[config.mk]
export PLATFORM = sky130hd
export DESIGN_NAME = fake_vpu_pipe
export DESIGN_NICKNAME = d
export VERILOG_FILES = /design/src/rtl/fake_vpu_pipe.sv
export SDC_FILE = /design/constraint.sdc
export NUM_CORES = 1
export LEC_CHECK = 0
export CAP_MARGIN = 20
export CORE_MARGIN = 2
export CORE_UTILIZATION = 35
export CTS_CLUSTER_DIAMETER = 60
export DETAILED_ROUTE_END_ITERATION = 6
export MAX_ROUTING_LAYER = met4
export PLACE_DENSITY_LB_ADDON = 0.15
export SLEW_MARGIN = 10
export SYNTH_ARGS = -nofsm -noshare
export SYNTH_HDL_FRONTEND = slang
export SYNTH_SLANG_ARGS = --single-unit
[constraint.sdc]
create_clock -name CLK -period 5.9 [get_ports CLK]
set_input_delay 1.77 -clock CLK [delete_from_list [all_inputs] [get_ports CLK]]
set_output_delay 1.77 -clock CLK [all_outputs]
set_load 0.02 [all_outputs]
[src/rtl/fake_vpu_pipe.sv]
`timescale 1ns/1ps
`default_nettype none
// ============================================================================
// Module      : fake_vpu_pipe
// Description : In-order issue/dispatch/completion tracker with credit return
//               for a vector unit stand-in; fixed ALU/MEM latencies.
// Revision    : 1.0 - initial release
// ============================================================================
module fake_vpu_pipe #(
    parameter int DEPTH   = 4,
    parameter int ALU_LAT = 3,
    parameter int MEM_LAT = 5,
    parameter int SBID_W  = 5
) (
    input  logic                    CLK,
    input  logic                    RST_N,
    input  logic                    issue_valid,
    input  logic [31:0]             issue_instr,
    input  logic [63:0]             issue_scalar,
    input  logic [SBID_W-1:0]       issue_sb_id,
    input  logic                    dispatch_valid,
    input  logic                    dispatch_kill,
    input  logic [SBID_W-1:0]       dispatch_sb_id,
    output logic                    issue_credit,
    output logic                    completed_valid,
    output logic [SBID_W-1:0]       completed_sb_id,
    output logic [63:0]             completed_dest_reg,
    output logic                    sync_start,
    output logic                    protocol_err,
    output logic [$clog2(DEPTH):0]  inflight
);

    localparam int c_PW      = $clog2(DEPTH);
    localparam int c_LAT_MAX = (ALU_LAT > MEM_LAT) ? ALU_LAT : MEM_LAT;
    localparam int c_TW      = $clog2(c_LAT_MAX + 1);
    // Timer is loaded with LAT-1 so a zero timer is seen exactly LAT cycles after dispatch.
    localparam logic [c_TW-1:0] c_ALU_LOAD = c_TW'(ALU_LAT - 1);
    localparam logic [c_TW-1:0] c_MEM_LOAD = c_TW'(MEM_LAT - 1);
    localparam logic [c_PW:0]   c_FULL     = (c_PW + 1)'(DEPTH);

    localparam logic [1:0] c_ST_INVALID    = 2'd0;
    localparam logic [1:0] c_ST_ISSUED     = 2'd1;
    localparam logic [1:0] c_ST_DISPATCHED = 2'd2;
    localparam logic [1:0] c_ST_KILLED     = 2'd3;

    logic [SBID_W-1:0] r_sb     [DEPTH];
    logic [63:0]       r_scalar [DEPTH];
    logic              r_mem    [DEPTH];
    logic [1:0]        r_state  [DEPTH];
    logic [c_TW-1:0]   r_timer  [DEPTH];
    logic [c_PW-1:0]   r_rd;
    logic [c_PW-1:0]   r_wr;
    logic [c_PW:0]     r_count;
    logic              r_err;

    logic              w_issue_acc;
    logic              w_issue_mem;
    logic              w_found;
    logic              w_tgt_new;
    logic [c_PW-1:0]   w_tgt;
    logic [c_PW-1:0]   w_idx;
    logic [SBID_W-1:0] w_tgt_sb;
    logic              w_tgt_mem;
    logic              w_disp_ok;
    logic              w_kill_head;
    logic              w_retire_done;
    logic              w_retire;
    logic              w_unused_instr;

    assign w_unused_instr = ^issue_instr[31:7];
    assign w_issue_acc    = issue_valid && (r_count != c_FULL);
    assign w_issue_mem    = (issue_instr[6:0] == 7'h07) || (issue_instr[6:0] == 7'h27);

    // Oldest ISSUED entry, scanning from the head; falls back to the entry arriving now.
    always_comb begin
        w_found   = 1'b0;
        w_tgt_new = 1'b0;
        w_tgt     = r_rd;
        w_idx     = r_rd;
        for (int k = 0; k < DEPTH; k++) begin
            w_idx = r_rd + c_PW'(k);
            if (!w_found && (r_state[w_idx] == c_ST_ISSUED)) begin
                w_found = 1'b1;
                w_tgt   = w_idx;
            end
        end
        if (!w_found && w_issue_acc) begin
            w_found   = 1'b1;
            w_tgt_new = 1'b1;
            w_tgt     = r_wr;
        end
    end

    assign w_tgt_sb  = w_tgt_new ? issue_sb_id : r_sb[w_tgt];
    assign w_tgt_mem = w_tgt_new ? w_issue_mem : r_mem[w_tgt];
    assign w_disp_ok = dispatch_valid && w_found && (w_tgt_sb == dispatch_sb_id);

    // A head killed this cycle frees its slot immediately.
    assign w_kill_head   = w_disp_ok && dispatch_kill && (w_tgt == r_rd);
    assign w_retire_done = (r_state[r_rd] == c_ST_DISPATCHED) && (r_timer[r_rd] == '0);
    assign w_retire      = w_retire_done || w_kill_head || (r_state[r_rd] == c_ST_KILLED);

    assign issue_credit       = RST_N && w_retire;
    assign completed_valid    = RST_N && w_retire_done;
    assign completed_sb_id    = completed_valid ? r_sb[r_rd] : '0;
    assign completed_dest_reg = completed_valid ? r_scalar[r_rd] : '0;
    assign sync_start         = RST_N && w_disp_ok && !dispatch_kill && w_tgt_mem;
    assign protocol_err       = r_err;
    assign inflight           = r_count;

    always_ff @(posedge CLK) begin
        if (!RST_N) begin
            r_rd    <= '0;
            r_wr    <= '0;
            r_count <= '0;
            r_err   <= 1'b0;
            for (int i = 0; i < DEPTH; i++) begin
                r_state[i] <= c_ST_INVALID;
            end
        end else begin
            for (int i = 0; i < DEPTH; i++) begin
                if ((r_state[i] == c_ST_DISPATCHED) && (r_timer[i] != '0)) begin
                    r_timer[i] <= r_timer[i] - c_TW'(1);
                end
            end
            if (w_issue_acc) begin
                r_sb[r_wr]     <= issue_sb_id;
                r_scalar[r_wr] <= issue_scalar;
                r_mem[r_wr]    <= w_issue_mem;
                r_state[r_wr]  <= c_ST_ISSUED;
                r_wr           <= r_wr + c_PW'(1);
            end
            if (w_disp_ok) begin
                r_state[w_tgt] <= dispatch_kill ? c_ST_KILLED : c_ST_DISPATCHED;
                r_timer[w_tgt] <= w_tgt_mem ? c_MEM_LOAD : c_ALU_LOAD;
            end
            if (w_retire) begin
                r_state[r_rd] <= c_ST_INVALID;
                r_rd          <= r_rd + c_PW'(1);
            end
            r_count <= r_count + (c_PW + 1)'(w_issue_acc) - (c_PW + 1)'(w_retire);
            if ((issue_valid && !w_issue_acc) || (dispatch_valid && !w_disp_ok)) begin
                r_err <= 1'b1;
            end
        end
    end

endmodule
`default_nettype wire

==> flow_summary.toml, run 1 <==
[placed_design]
placed_cell_area_sq_mm = 0.0160
place_ws_ns = -0.983
hpwlAfterDp_mm = 18.8
dp.cells = 1482
globalplace.congestion = 0.793
io_buffers = 160

[sta]
skew_ns = 0.0246
tightest_slew_ns = 0.973
hold_ws_ns = 0.557
setup_viol = 1
rsz0062_at_grt = "yes"
setup_ws_ns = -0.00467
period_share_pct = 100
min_period_ns = 5.90
max_freq_ghz = 0.169
hold_viol_final = 0
relSlewSlack_pct = 35.1
drv_slew = 0

[logic_synthesis]
syn_nets = 912
ys.flop_type = "edfxtp_1"
yosysTopAreaCell = "edfxtp_1"
async_flop_share_pct = 0
synth_top_area_share_pct = 64.7
synth_top_cells_by_area = "edfxtp_1 (65%), mux4_2 (12%), nor2b_1 (3.6%), dfxtp_1 (3.3%), ha_1 (1.7%)"
yosysUniqueCellTypes = 69
ys_seq_area_share_pct = 68.0
synth.avg_cell_area_sq_um = 17.1
synth-seq-cells = 310
synth_edf_count = 288
syn_inst = 782
syn_area_sq_mm = 0.0134
yosysWarnings = 0

[cells_and_area]
final_util_pct = 46.6
drive_above_1_share_pct = 24.7
final_cell_area_sq_mm = 0.0175
fillers = 3371
mostFrequentLayoutCell = "edfxtp_1"
multi_input_area_sq_mm = 0.00433
nets = 1144
layout_common_cells = "edfxtp_1 (288), clkdlybuf4s50_1 (155), nor2b_1 (77)"
area_growth_pct = 31.2
regArea_sq_mm = 0.00910
final_cells = 1554

[grt]
grt_pass1_wl_mm = 48.1
grt_antenna_before_repair = 1
first_global_vias = 8232
overflow = 0
grtUsageTotal_pct = 16.8
grt_max_degree = 71

[cts]
cts_buffers = 38
insertion_delay_ns = 0.55
numClockSinks = 310
clockBufferDepth = 3
h-tree-depth = 2
cts-root-buf = "clkbuf_16"
holdBufCountCts = 0
clk_pin_slew_ns = 0.05
cts_tree = "done"

[floorplan]
num_rows = 71
dieWidth_um = 199
die_h_um = 199
io_pins = 187
die_area_sq_mm = 0.0398
core_area_sq_mm = 0.0377
start_util_pct = 35.5

[worst_setup_path]
cp_data_arrival_time_ns = 4.13
cp_max_fo = 5
critPathLaunchType = "input port"
endpoint_kind = "output port"
crit_type = "input port to output port"
cp.required_ns = 4.13

[detailed_routing]
firstDrtPassIters = 4
via_per_inst = 4.95
vias = 7699
routedLengthMet1_mm = 13.3
top_layer = "met4"
drc = 0
wl_met3_mm = 1.89
dr_wl_met2_mm = 15.4
drt_iter0_markers = 334
route.final.wire_length_mm = 31.5
final_antenna_net_count = 0
wl_per_cell_um = 20.3

[min_path]
hold_path_class = "flip-flop to flip-flop"

[status]
violations = "negative setup slack"
outcome = "finished, violations left"

[power_and_ir_drop]
p_leak_nw = 5.78
ir_drop_uv = 218
p_per_area_mw_per_mm2 = 326

[run]
max_cap_violations = 0
## layout make-up
class | count | share of cell area [%]
flip-flops and latches | 310 | 51.9
clock inverters | 24 | 1.16
inverters | 25 | 0.535
well taps | 511 | 3.65
diodes | 1 | 0.0143
multi-input cells | 410 | 24.7
repair buffers | 229 | 12.5
clock buffers | 44 | 5.55
## kinds of logic after synthesis
kind of cell    synth area share [%]
flops                           68.0
simple gates                    9.19
mux                             13.9
compound gates                  4.27
buf+inv                         1.90
fa+ha+maj                       1.83
xor+xnor                       0.917
## routing by layer
metal,track usage [%],up-vias
li1,-,3592
met1,20.1,3893
met2,27.0,156
met3,4.76,58
met4,6.50,0
met5,-,-
## cells in the mapped netlist, drive strengths merged, types with 3 or more instances
cell type,n
mux4,73
a211oi,5
or2,5
o21a,3
o21ai,9
ha,18
nand4b,5
or3,4
a21oi,14
mux2,5
mux2i,16
nor3,9
nor2b,78
a22oi,9
nand2b,6
a311oi,4
nand3b,3
nor4,3
edfxtp,288
xor2,4
o211ai,5
dfxtp,22
nand2,32
and2,8
a31oi,4
xnor2,10
buf,8
a21o,4
clkbuf,29
a2111oi,4
nand3,12
and3,9
inv,24
nor2,11
nand4,10
## final timing paths
check | from | endpoint | slack (ns) | depth (start not counted)
worst max-delay path | issue_valid | issue_credit | -0.005 | 12
worst min-delay path | r_wr[1]$_SDFFE_PN0P_ | r_wr[1]$_SDFFE_PN0P_ | 0.56 | 2
worst max register to register | r_rd[0]$_SDFFE_PN0N_ | inflight[2]$_SDFF_PN0_ | 1.30 | 18
worst min register to register | r_wr[1]$_SDFFE_PN0P_ | r_wr[1]$_SDFFE_PN0P_ | 0.56 | 2
## through the flow
step,total power [mW],setup TNS (ns)
3_3_place_gp,3.45,-1.82
5_1_grt,5.96,-0.130
4_1_cts,5.77,0
6_report,5.71,-0.00467
2_1_floorplan,3.09,0
3_5_place_dp,3.46,-1.85
## critical path: stages
cell and delay (ns):
buf_6 0.09, nor2b_4 0.12, inv_2 0.07, o22ai_4 0.08, a211o_4 0.39, a311oi_2 0.28
mux2i_1 0.13, nor4_2 0.39, nand3_4 0.16, o31ai_4 0.33, and2_4 0.20, buf_6 0.11
## report_power, final
| part | switching (mW) | leakage [nW] | internal (mW) |
|---|---|---|---|
| Combinational | 0.481 | 2.40 | 0.464 |
| Sequential | 0.0449 | 2.81 | 2.53 |
| Clock | 0.910 | 0.574 | 1.28 |
## repair_timing
item	4_1_cts	5_1_grt
endpoints found under the hold margin	0	0
pin swaps	15	14
setup buffers	2	2
cloned	0	0
gates resized for setup	66	16
setup endpoints to repair	2	2
## state kept, by name, indices dropped and copies added (netlist names), 2 cells and up, named ones only
register	cells
r_rd	2
r_scalar	256
inflight	3
r_timer	12
r_wr	2
r_sb	20
r_mem	4
r_state	8
No activity file was read; power rests on OpenSTA's default activity.
==> inputs of run 2 (changes only) <==
CORE_UTILIZATION = 50   (was 35)
==> run 2 against run 1 <==
The run ends with design-rule violations, negative setup slack left. Hold slack got worse by 0.0018 ns. Clock power fell by 6%. Count of clock-buffer cells in the layout rose by 4. Via count rose by 0.45%. Cell count fell by 11%. Global-route usage rose by 4.6 points. Die area fell by 29%. Register-to-register slack got worse by 0.04 ns.
==> flow_summary.toml, run 2 (synthesized netlist as in run 1, its figures left out) <==
[sta]
tightest_slew_ns = 0.772
period_share_pct = 100
rsz0062_at_grt = "yes"
relSlewSlack_pct = 48.5
min_period_ns = 5.92
setup_ws_ns = -0.0168
drv_slew = 0
hold_viol_final = 0
setup_viol = 1
skew_ns = 0.0134
max_freq_ghz = 0.169

[worst_setup_path]
reg2reg_depth = 18
endpoint_kind = "output port"
r2r_setup_slack_ns = 1.26
cp.required_ns = 4.13
worstReg2RegStart = "r_rd[0]$_SDFFE_PN0N_"
critPathLaunchType = "input port"
cp_max_fo = 6
cp_data_arrival_time_ns = 4.15
crit_type = "input port to output port"
reg2reg_to = "inflight[2]$_SDFF_PN0_"

[floorplan]
start_util_pct = 51.2
dieWidth_um = 168
num_rows = 59
die_h_um = 168
io_pins = 187
die_area_sq_mm = 0.0281
core_area_sq_mm = 0.0261

[cells_and_area]
nets = 1148
regArea_sq_mm = 0.00910
fillers = 1857
multi_input_area_sq_mm = 0.00426
biggestRegsByFlops = "r_scalar: 256 flops, r_sb: 20 flops, r_timer: 12 flops"
layout_common_cells = "edfxtp_1 (288), clkdlybuf4s50_1 (155), nor2b_1 (77)"
drive_above_1_share_pct = 23.7
largest_reg_flops = 256
final_cells = 1379
regMostFlops = "r_scalar"
area_growth_pct = 28.3
mostFrequentLayoutCell = "edfxtp_1"

[power_and_ir_drop]
swShare_pct = 24.6
p_switching_mw = 1.36
p_per_area_mw_per_mm2 = 323
p_leak_nw = 5.75
p_total_mw = 5.53
p_int_mw = 4.17
seqPwrFrac_pct = 46.5
pwr-share-clk_pct = 37.2
ir_drop_uv = 236
comb_power_share_pct = 16.2

[placed_design]
io_buffers = 160
globalplace.congestion = 0.857
dp.cells = 1313
hpwlAfterDp_mm = 18.0

[status]
violations = "design-rule violations, negative setup slack"
outcome = "finished, violations left"

[cts]
clockBufferDepth = 3
cts_buffers = 36
numClockSinks = 310
h-tree-depth = 2
cts_tree = "done"
clk_pin_slew_ns = 0.06
cts-root-buf = "clkbuf_16"
insertion_delay_ns = 0.52

[grt]
grt_antenna_before_repair = 1
grt_pass1_wl_mm = 44.9
overflow = 0
first_global_vias = 8083
grt_max_degree = 60
grtUsageTotal_pct = 21.4

[min_path]
hold_start = "r_timer[1][0]$_SDFFE_PP0P_"
whs_path_depth = 2
hold_path_class = "flip-flop to flip-flop"
whs_endpoint = "r_timer[1][0]$_SDFFE_PP0P_"

[detailed_routing]
route.final.wire_length_mm = 28.7
via_per_inst = 5.61
vias = 7734
drt_iter0_markers = 416
wl_per_cell_um = 20.8
firstDrtPassIters = 6
drc = 6
final_antenna_net_count = 0

[run]
max_cap_violations = 0
run 2: repair_timing:
item,4_1_cts,5_1_grt
hold buffers,0,0
pin swaps,10,15
setup buffers,3,0
resized for setup,49,13
endpoints found under the setup margin,2,10
run 2: routing by layer:
metal / wire length, um / GRT usage (%)
met1: 12300 / 27.5
met2: 14000 / 34.2
met3: 1800 / 5.06
met4: 677 / 6.62
met5: 0 / -
run 2: worst max-delay path: stages:
cell and delay, ns:
buf_6 0.09, nor2b_4 0.12, inv_2 0.07, o22ai_4 0.09, a211o_4 0.40, a311oi_2 0.30
mux2i_1 0.13, nor4_2 0.35, nand3_2 0.19, o31ai_4 0.33, and2_4 0.20, buf_6 0.11
run 2: worst max-delay path by stage:
stage,start,endpoint,slack [ns],cells past startpoint
after detailed placement,issue_valid,issue_credit,-0.95,12
after global placement,issue_valid,issue_credit,-0.95,12
final,issue_valid,issue_credit,-0.02,12
after floorplan,issue_valid,sync_start,0.003,11
after CTS,dispatch_sb_id[0],issue_credit,0.03,10
after global routing,r_rd[0]$_SDFFE_PN0N_,issue_credit,-0.05,14
run 2: power by group through the flow:
stage,combinational (mW),clock (mW),sequential [mW]
2_1_floorplan,0.467,0,2.62
4_1_cts,0.887,2.11,2.58
3_3_place_gp,0.815,0,2.62
5_1_grt,0.976,2.19,2.59
6_report,0.899,2.06,2.58
3_5_place_dp,0.823,0,2.62
run 2: cell type report:
cell class | instances | area share, %
Sequential cell | 310 | 53.0
Multi-Input combinational cell | 410 | 24.8
Inverter | 25 | 0.547
Clock buffer | 48 | 5.57
Clock inverter | 15 | 0.839
Antenna cell | 1 | 0.0146
Tap cell | 335 | 2.44
Timing Repair Buffer | 235 | 12.7
run 2: through the flow:
stage | worst slack (ns) | setup TNS (ns) | hold slack, ns | area [sq um] | util (%)
2_1_floorplan | 0.00291 | 0 | 0.496 | 13400 | -
3_3_place_gp | -0.946 | -1.78 | 0.539 | 15800 | 60.5
3_5_place_dp | -0.949 | -1.77 | 0.544 | 15800 | 60.5
4_1_cts | 0.0280 | 0 | 0.557 | 17100 | 65.3
5_1_grt | -0.0546 | -0.101 | 0.597 | 17200 | 65.6
6_report | -0.0168 | -0.0168 | 0.555 | 17200 | 65.6
==> inputs of run 3 (changes only) <==
ABC_AREA = 1   (was unset)
CAP_MARGIN = unset   (was 20)
==> run 3 against run 2 <==
The flow now finishes without violations. Count of clock-buffer cells in the layout down 6. Largest cell class unchanged. Critical path depth down 5. Sequential power up 2%. Flip-flop and latch count unchanged. Highest routed layer unchanged. Worst setup slack better by 0.26 ns. Fmax up 4.6%. Die area up 1.8%.
==> flow_summary.toml, run 3 <==
[cells_and_area]
drive_above_1_share_pct = 11.5
largest_reg_flops = 256
biggestRegsByFlops = "r_scalar: 256 flops, r_sb: 20 flops, r_timer: 12 flops"
fillers = 2153
area_growth_pct = 25.3
final_util_pct = 63.5
final_cells = 1821
regMostFlops = "r_scalar"
layout_common_cells = "edfxtp_1 (288), nor2_1 (282), clkdlybuf4s50_1 (157)"
mostFrequentLayoutCell = "edfxtp_1"
nets = 1583

[cts]
h-tree-depth = 2
insertion_delay_ns = 0.53
cts_buffers = 36
cts-root-buf = "clkbuf_16"
numClockSinks = 310
holdBufCountCts = 0
clk_pin_slew_ns = 0.05
clockBufferDepth = 3
cts_tree = "done"

[worst_setup_path]
cp_max_fo = 31
path_cells = "clkdlybuf4s50_1 > nand3_1 > nor2_1 > inv_2 > buf_12 > a21oi_1 > clkdlybuf4s50_1"
critPathLaunchType = "input port"
cp_top_family = "buffers and inverters"
cp_common_cell = "clkdlybuf4s50_1"
cp_data_arrival_time_ns = 3.88
crit_type = "input port to output port"
cp_slowest_cell = "clkdlybuf4s50_1"
critPathMaxStageDelay_ns = 0.65
cp_num_buf_inv = 4
endpoint_kind = "output port"
cp.required_ns = 4.13

[logic_synthesis]
yosysTopAreaCell = "edfxtp_1"
async_flop_share_pct = 0
synth-seq-cells = 310
syn_nets = 1391
netlist_top_cells_count = "edfxtp_1 (288), nor2_1 (286), nand2_1 (152), o21ai_0 (143), a21oi_1 (83)"
ys.flop_type = "edfxtp_1"
synth.avg_cell_area_sq_um = 10.8
yosysUniqueCellTypes = 46
synth_edf_count = 288
syn_area_sq_mm = 0.0136
ys_seq_area_share_pct = 66.7
yosysMostFrequentCell = "edfxtp_1"
syn_inst = 1261
synth_top_cells_by_area = "edfxtp_1 (64%), nor2_1 (7.9%), o21ai_0 (5.3%), nand2_1 (4.2%), dfxtp_1 (3.2%)"
synth_top_area_share_pct = 63.5
yosysWarnings = 0

[power_and_ir_drop]
p_leak_nw = 6.33
ir_drop_uv = 211
p_per_area_mw_per_mm2 = 357

[detailed_routing]
route.final.wire_length_mm = 31.2
wl_per_cell_um = 17.2
drt_iter0_markers = 553
via_per_inst = 5.28
firstDrtPassIters = 5
drc = 0
final_antenna_net_count = 0
vias = 9613

[run]
max_cap_violations = 0

[sta]
relSlewSlack_pct = 54.7
skew_ns = 0.0202
tightest_slew_ns = 0.680
rsz0062_at_grt = "no"
period_share_pct = 95.8
min_period_ns = 5.65
drv_slew = 0
setup_viol = 0
hold_viol_final = 0
max_freq_ghz = 0.177

[floorplan]
dieWidth_um = 169
core_area_sq_mm = 0.0269
die_h_um = 169
start_util_pct = 50.7
die_area_sq_mm = 0.0286
io_pins = 187
num_rows = 60

[grt]
grt_antenna_before_repair = 3
grt_max_degree = 74
overflow = 0
grt_pass1_wl_mm = 49.0
first_global_vias = 9533
grtUsageTotal_pct = 22.7

[placed_design]
hpwlAfterDp_mm = 18.4
dp.cells = 1752
globalplace.congestion = 0.822
io_buffers = 160

[min_path]
hold_path_class = "flip-flop to flip-flop"

[status]
outcome = "completed"
==> run 3: changes by cell type in the layout (fill, tap and decap cells not counted), moves of 68 or more <==
cell / delta
nand2_1: +119
mux4_2: -73
o21ai_0: +136
nor2_1: +273
a21oi_1: +68
nor2b_1: -77
==> run 3: where the power goes <==
part / switching [mW] / leakage (nW) / internal, mW
Sequential: 0.0650 / 2.81 / 2.56
Combinational: 0.785 / 2.95 / 0.521
Clock: 0.869 / 0.570 / 1.29
==> run 3: path summary, 6_finish.rpt <==
kind,slack [ns],to,start,depth (start not counted)
max,0.25,completed_dest_reg[37],RST_N,7
min,0.46,protocol_err$_SDFFE_PN0P_,protocol_err$_SDFFE_PN0P_,2
max reg2reg,1.61,inflight[2]$_SDFF_PN0_,flip-flop,31
min reg2reg,0.46,protocol_err$_SDFFE_PN0P_,protocol_err$_SDFFE_PN0P_,2
==> run 3: stage by stage <==
step,cell area [sq um],setup slack (ns),total power [mW],hold slack [ns],setup TNS (ns)
final,17100,0.245,6.09,0.463,0
after global routing,17100,0.138,6.40,0.500,0
after CTS,17000,0.0154,6.10,0.466,0
after detailed placement,15800,-0.439,3.93,0.457,-0.875
after global placement,15800,-0.408,3.90,0.447,-0.807
after floorplan,13600,0.0180,3.46,0.438,0
==> run 3: final cells by class <==
| class | count | area, sq um | area share (%) |
|---|---|---|---|
| diodes | 3 | 7.51 | 0.0440 |
| clock buffers | 42 | 945 | 5.54 |
| clock inverters | 20 | 215 | 1.26 |
| inverters | 84 | 319 | 1.87 |
| multi-input cells | 809 | 4030 | 23.6 |
| flip-flops and latches | 310 | 9090 | 53.3 |
| well taps | 341 | 427 | 2.50 |
| repair buffers | 212 | 2030 | 11.9 |
==> run 3: cell families (layout without fill, tap and decap cells) <==
kind of cell	after synthesis	in the layout	share of synthesized area, %
flops	310	310	66.7
simple gates	538	540	17.4
buf+inv	144	358	4.24
compound gates	247	247	9.66
other cells	0	3	0
fa+ha+maj	19	19	1.80
xor+xnor	3	3	0.193
==> run 3: worst min-delay path, cell delays in order, from the launching register on <==
cell	delay (ns)
dfxtp_1	0.30
inv_1	0.05
a31oi_1	0.06
==> run 3: repair_timing <==
action	4_1_cts	5_1_grt
setup endpoints to repair	2	2
buffers inserted	0	2
gates cloned	0	2
gates resized for setup	9	8
pin swaps	1	3
==> run 3: routing by layer <==
layer  share of wire (%)  GRT usage (%)  up-vias
met4                 2.0           7.25        0
met2                  50           38.1      233
met3                 5.5           4.65       43
li1                    -              -     4743
met5                   0              -        -
met1                  42           27.7     4594
